### src/rtl/fetch_block_pkg.sv
// Shared definitions for the instruction-fetch stage.
package fetch_block_pkg;

  localparam int WORD           = 32;
  localparam int INSTR_WIDTH    = 16;
  localparam int PC_STEP        = 2;
  localparam int PC_READ_OFFSET = 4;

  typedef enum logic {
    NO_STALL = 1'b0,
    STALL    = 1'b1
  } stall_pipeline_sig;

  typedef struct packed {
    logic [INSTR_WIDTH-1:0] instr;
    logic [WORD-1:0]        addr;
  } fetch_entry_t;

  // Thumb addresses are halfword aligned; bit 0 of a redirect is dropped.
  function automatic logic [WORD-1:0] align_halfword(input logic [WORD-1:0] addr);
    return {addr[WORD-1:1], 1'b0};
  endfunction

endpackage

### src/rtl/fetch_skid_buffer.sv
// One-entry holding slot for a memory response that arrives while decode is stalled.
module fetch_skid_buffer
  import fetch_block_pkg::*;
(
  input  logic         clk_i,
  input  logic         push_i,
  input  logic         pop_i,
  input  logic         flush_i,
  input  fetch_entry_t entry_i,
  output fetch_entry_t entry_o,
  output logic         valid_o
);

  fetch_entry_t entry_q, entry_d;
  logic         valid_q, valid_d;

  always_comb begin
    entry_d = entry_q;
    valid_d = valid_q;
    if (flush_i) begin
      entry_d = '0;
      valid_d = 1'b0;
    end else if (push_i) begin
      entry_d = entry_i;
      valid_d = 1'b1;
    end else if (pop_i) begin
      valid_d = 1'b0;
    end else begin
      valid_d = valid_q;
    end
  end

  always_ff @(posedge clk_i) begin
    entry_q <= entry_d;
    valid_q <= valid_d;
  end

  assign entry_o = entry_q;
  assign valid_o = valid_q;

endmodule

### src/rtl/fetch_skid_checker.sv
// Protocol checks on the skid buffer handshake.
module fetch_skid_checker (
  input logic clk_i,
  input logic reset_i,
  input logic push_i,
  input logic pop_i,
  input logic valid_i,
  input logic flush_i
);

  a_no_push_and_pop: assert property (@(posedge clk_i) disable iff (reset_i)
    !(push_i && pop_i));

  // A second pending response would overwrite the first.
  a_no_overrun: assert property (@(posedge clk_i) disable iff (reset_i)
    !(push_i && valid_i && !flush_i));

endmodule

### src/rtl/fetch_block.sv
// Instruction-fetch stage: PC, synchronous imem request, and the fetch/decode register.
module fetch_block
  import fetch_block_pkg::*;
#(
  parameter logic [WORD-1:0] RESET_PC = 32'h0000_0000
) (
  input  logic                   clk_i,
  input  logic                   reset_i,
  input  logic                   stall_i,
  input  logic                   branch_taken_i,
  input  logic [WORD-1:0]        branch_target_i,
  input  logic [INSTR_WIDTH-1:0] imem_data_i,
  output logic                   imem_req_o,
  output logic [WORD-1:0]        imem_addr_o,
  output logic [INSTR_WIDTH-1:0] instruction_o,
  output logic [WORD-1:0]        program_counter_o,
  output logic                   is_valid_o
);

  stall_pipeline_sig      stall_s;
  logic                   req_s;
  logic [WORD-1:0]        addr_s;

  logic [WORD-1:0]        pc_q, pc_d;
  logic [WORD-1:0]        resp_addr_q, resp_addr_d;
  logic                   inflight_q, inflight_d;

  logic                   valid_q, valid_d;
  logic [INSTR_WIDTH-1:0] instr_q, instr_d;
  logic [WORD-1:0]        pc_out_q, pc_out_d;

  logic                   skid_push_s, skid_pop_s, skid_flush_s, skid_valid_s;
  fetch_entry_t           skid_in_s, skid_out_s;

  // A branch always issues its target fetch, even while decode is stalled.
  always_comb begin
    stall_s = stall_pipeline_sig'(stall_i);
    addr_s  = branch_taken_i ? align_halfword(branch_target_i) : pc_q;
    req_s   = !reset_i && (branch_taken_i || (stall_s != STALL));
  end

  always_comb begin
    pc_d        = pc_q;
    resp_addr_d = resp_addr_q;
    inflight_d  = 1'b0;
    if (reset_i) begin
      pc_d        = RESET_PC;
      resp_addr_d = '0;
    end else if (req_s) begin
      pc_d        = addr_s + WORD'(PC_STEP);
      resp_addr_d = addr_s;
      inflight_d  = 1'b1;
    end else begin
      pc_d = pc_q;
    end
  end

  // F/D load priority: reset, branch squash, stall hold, then skid before live response.
  always_comb begin
    valid_d      = valid_q;
    instr_d      = instr_q;
    pc_out_d     = pc_out_q;
    skid_push_s  = 1'b0;
    skid_pop_s   = 1'b0;
    skid_flush_s = 1'b0;
    skid_in_s    = '{instr: imem_data_i, addr: resp_addr_q};
    if (reset_i) begin
      valid_d      = 1'b0;
      instr_d      = '0;
      pc_out_d     = '0;
      skid_flush_s = 1'b1;
    end else if (branch_taken_i) begin
      valid_d      = 1'b0;
      skid_flush_s = 1'b1;
    end else if (stall_s == STALL) begin
      skid_push_s = inflight_q;
    end else if (skid_valid_s) begin
      valid_d    = 1'b1;
      instr_d    = skid_out_s.instr;
      pc_out_d   = skid_out_s.addr + WORD'(PC_READ_OFFSET);
      skid_pop_s = 1'b1;
    end else if (inflight_q) begin
      valid_d  = 1'b1;
      instr_d  = imem_data_i;
      pc_out_d = resp_addr_q + WORD'(PC_READ_OFFSET);
    end else begin
      valid_d = 1'b0;
    end
  end

  always_ff @(posedge clk_i) begin
    pc_q        <= pc_d;
    resp_addr_q <= resp_addr_d;
    inflight_q  <= inflight_d;
    valid_q     <= valid_d;
    instr_q     <= instr_d;
    pc_out_q    <= pc_out_d;
  end

  fetch_skid_buffer u_skid (
    .clk_i   (clk_i),
    .push_i  (skid_push_s),
    .pop_i   (skid_pop_s),
    .flush_i (skid_flush_s),
    .entry_i (skid_in_s),
    .entry_o (skid_out_s),
    .valid_o (skid_valid_s)
  );

  fetch_skid_checker u_skid_chk (
    .clk_i   (clk_i),
    .reset_i (reset_i),
    .push_i  (skid_push_s),
    .pop_i   (skid_pop_s),
    .valid_i (skid_valid_s),
    .flush_i (skid_flush_s)
  );

  assign imem_req_o        = req_s;
  assign imem_addr_o       = addr_s;
  assign instruction_o     = instr_q;
  assign program_counter_o = pc_out_q;
  assign is_valid_o        = valid_q;

endmodule

### config.mk
export PLATFORM = sky130hd
export DESIGN_NAME = fetch_block
export DESIGN_NICKNAME = d
export VERILOG_FILES = /design/src/rtl/fetch_block_pkg.sv /design/src/rtl/fetch_skid_buffer.sv /design/src/rtl/fetch_skid_checker.sv /design/src/rtl/fetch_block.sv
export SDC_FILE = /design/constraint.sdc
export NUM_CORES = 1
export LEC_CHECK = 0
export ABC_AREA = 1
export BUFFER_PORTS_ARGS = -buffer_cell sky130_fd_sc_hd__buf_2
export CAP_MARGIN = 30
export CORE_MARGIN = 2
export CORE_UTILIZATION = 45
export CTS_BUF_LIST = sky130_fd_sc_hd__clkbuf_8
export CTS_CLUSTER_DIAMETER = 40
export DETAILED_ROUTE_END_ITERATION = 8
export GPL_ROUTABILITY_DRIVEN = 1
export PLACE_DENSITY = 0.68
export SETUP_SLACK_MARGIN = 0.1
export SLEW_MARGIN = 15
export SYNTH_ARGS = -nofsm -noshare
export SYNTH_HDL_FRONTEND = slang
export SYNTH_SLANG_ARGS = --single-unit
### constraint.sdc
create_clock -name clk_i -period 1.69 [get_ports clk_i]
set_clock_uncertainty 0.05 [all_clocks]
set_input_delay 0.169 -clock clk_i [delete_from_list [all_inputs] [get_ports clk_i]]
set_output_delay 0.169 -clock clk_i [all_outputs]
set_load 0.005 [all_outputs]
==> qor.csv <==
stage;metric;value;unit
yosys;ys_ff_latch;162;
global_routing;grt_overflow_total;0;
die;core.rowCount;49;
critical_path;setup.worst_path.class;register to register;
drt;ant_nets;0;
yosys;yosys.area.top_type_share;39.0;%
status;outcome;complete, but fails checks;
clock_network;clkSlewWorstSetupHoldPaths;0.09;ns
yosys;avgSynthCellArea;6.45;um2
timing;setup_viol;22;
yosys;synth_area_leader_cell;dfxtp_1;
yosys;yosysSeqAreaShare;39.0;%
drt;drt_iter0_drc;510;
yosys;syn-num-nets;1343;
timing;period_needed;1.87;ns
global_routing;grt_use_total;25.8;%
status;violations;negative setup slack;
clock_network;ctsLongestPathBuffers;2;
critical_path;crit_fanout;7;
timing;slew_viol_final;0;
timing;worst_slack;-0.181;ns
drt;wl;26.7;mm
timing;fmax;0.534;GHz
run;maxCapViolCount;0;
global_routing;grt_pass1_vias;8358;
die;die_y;140;um
yosys;synth-main-ff-cell;dfxtp_1;
clock_network;insertion_delay;0.48;ns
power_and_ir_drop;p_clk_share;33.1;%
critical_path;crit_arrival;2.19;ns
yosys;ys_top_cells_by_area;dfxtp_1 39%, nand2_1 20%, nor2_1 6.5%;
critical_path;crit_path_start_kind;register;
yosys;synth.top_cells.by_count;434 x nand2_1, 162 x dfxtp_1, 143 x nor2_1;
die;die-area;19600;um2
clock_network;cts_sinks;162;
power_and_ir_drop;switching_share;29.9;%
placed_design;dpl.hpwl;18.3;mm
final_layout;antenna_cells;0;
placed_design;io_buffers;132;
timing;min_period_over_period;111;%
clock_network;cts_made_buffers;17;
clock_network;root_buffer;clkbuf_8;
final_layout;final_area;12000;um2
yosys;synthArstFlopShare;0;%
drt;avgViaCountPerCell;5.00;
timing;rsz0062_at_grt;yes;
placed_design;place_congestion;0.916;
clock_network;cts_tree;yes;
die;io_pins;134;
final_layout;area_growth;44.0;%
yosys;syn_area;8310;um2
timing;fin_tns_setup;-1.83;ns
global_routing;antenna_found_initial;0;
hold_path;min_path_type;primary input to register;
timing;relSlewSlack;68.3;%
drt;firstDrtPassIters;7;
die;die_w;140;um
yosys;yosysMostFrequentCell;nand2_1;
critical_path;endpoint_kind;register;
yosys;synth_edf_count;0;
clock_network;h-tree-depth;4;
drt;wl_per_cell;14.5;um
critical_path;r2r_slack;-0.18;ns
power_and_ir_drop;power.density;707;nW/um2
timing;final-hold-violation-count;0;
power_and_ir_drop;p_switching;2530;uW
global_routing;grt_pass1_wl;41.0;mm
die;coreArea;18000;um2
power_and_ir_drop;pwr-share-seq;48.3;%
drt;num_vias;9183;
drt;drc_errors;0;
yosys;yosysWarnings;0;
power_and_ir_drop;worst_ir_drop_vdd;492;uV
placed_design;placed_cells;1758;
die;start_util;46.1;%
final_layout;fill_cells;1552;
power_and_ir_drop;pwr-share-comb;18.6;%
final_layout;fin_cells;1837;
final_layout;drive_gt1_share;35.1;%
timing;worstMarginPinSlew;0.470;ns
yosys;ys_types;33;
power_and_ir_drop;p_int;5930;uW
critical_path;crit_required;2.01;ns
yosys;synth_cells;1288;
placed_design;placed_area;10400;um2
final_layout;layout.nets;1650;
global_routing;grt_max_degree;48;
power_and_ir_drop;leakage;0.00558;uW
[routing by layer]
| layer | wire, um | track usage, % | vias to the layer above |
|---|---|---|---|
| met2 | 12500 | 41.8 | 301 |
| met4 | 466 | 8.26 | 0 |
| li1 | - | - | 4707 |
| met5 | 0 | 0 | - |
| met3 | 1580 | 3.72 | 37 |
| met1 | 12100 | 35.5 | 4138 |
[flip-flops by register name, summed over array words and instances, names as in the netlist]
register,cells
inflight_q,1
instruction_o,16
is_valid_o,1
pc_q,32
program_counter_o,32
resp_addr_q,31
u_skid.entry_o,48
u_skid.valid_o,1
[stage by stage]
| step | hold slack, ns | power [uW] | setup WS, ns | utilization (%) |
|---|---|---|---|---|
| finish | 0.0863 | 8460 | -0.181 | 66.4 |
| floorplan | 0.188 | 4840 | 0.00461 | - |
| detailed placement | 0.376 | 5500 | -0.322 | 57.9 |
| global placement | 0.369 | 5490 | -0.316 | 57.9 |
| CTS | 0.0535 | 8370 | -0.102 | 62.9 |
| global route | 0.0679 | 8850 | -0.268 | 66.4 |
[critical path, cell delays in order (launching register included)]
cell and delay, ns:
dfxtp_4 0.41, buf_4 0.16, o21ai_4 0.18, ha_4 0.16, nand2_2 0.06, nor2_4 0.19, nand2_4 0.10, buf_4 0.15
xnor2_2 0.13, o21bai_1 0.13, inv_1 0.05
[layout make-up]
cell class | instances | area [um2] | share of cell area [%]
clock buffer | 18 | 248 | 2.07
inverter | 144 | 568 | 4.75
tap | 229 | 287 | 2.40
multi-input combinational | 922 | 4860 | 40.6
clock inverter | 14 | 129 | 1.08
timing repair buffer | 348 | 2620 | 21.9
sequential | 162 | 3260 | 27.2
[worst paths after layout]
| path | startpoint | end | cells past startpoint |
|---|---|---|---|
| setup / recovery | u_skid.valid_o | program_counter_o[8] | 10 |
| hold / removal | reset_i | program_counter_o[3] | 3 |
| setup reg to reg | u_skid.valid_o | program_counter_o[8] | 10 |
| hold reg to reg | program_counter_o[2] | program_counter_o[2] | 2 |
[power groups by stage]
| stage | combinational (uW) | clock [uW] | sequential [uW] |
|---|---|---|---|
| 4_1_cts | 1450 | 2850 | 4080 |
| 3_5_place_dp | 1340 | 0 | 4160 |
| 6_report | 1570 | 2800 | 4090 |
| 5_1_grt | 1720 | 3020 | 4100 |
| 2_1_floorplan | 690 | 0 | 4150 |
| 3_3_place_gp | 1330 | 0 | 4160 |
[logic make-up after synthesis]
group	after synthesis	share of synthesized area, %
buf+inv	204	10.4
xor+xnor	10	1.05
simple gates	704	34.8
compound gates	205	14.2
flops	162	39.0
fa+ha+maj	3	0.452
[timing repair]
action,CTS,global route
hold buffers,18,0
gates cloned,2,1
setup buffers,10,19
resized for setup,57,157
setup endpoints to repair,70,82
endpoints found under the hold margin,38,0
pin swaps,35,62
[cell usage in the layout (no fill, tap or decap), types with 4 or more instances in the layout]
cell	count
inv_2	10
nand2_4	13
clkbuf_8	18
a211oi_1	14
nand2_2	70
dfxtp_1	153
inv_6	5
nor2_4	24
dfxtp_2	8
o21bai_1	5
nor2_1	103
nor2_2	35
clkinvlp_4	4
o21a_1	16
o211ai_1	5
nand4_1	5
dlygate4sd3_1	18
o22ai_1	17
a21oi_1	34
buf_4	170
buf_12	14
inv_1	131
buf_6	12
o21ai_1	15
buf_2	130
xnor2_1	5
nand3_1	62
nand2_1	364
a31oi_1	19
nand3_2	20
o21ai_0	70
Power figures use the tool's default switching activity.
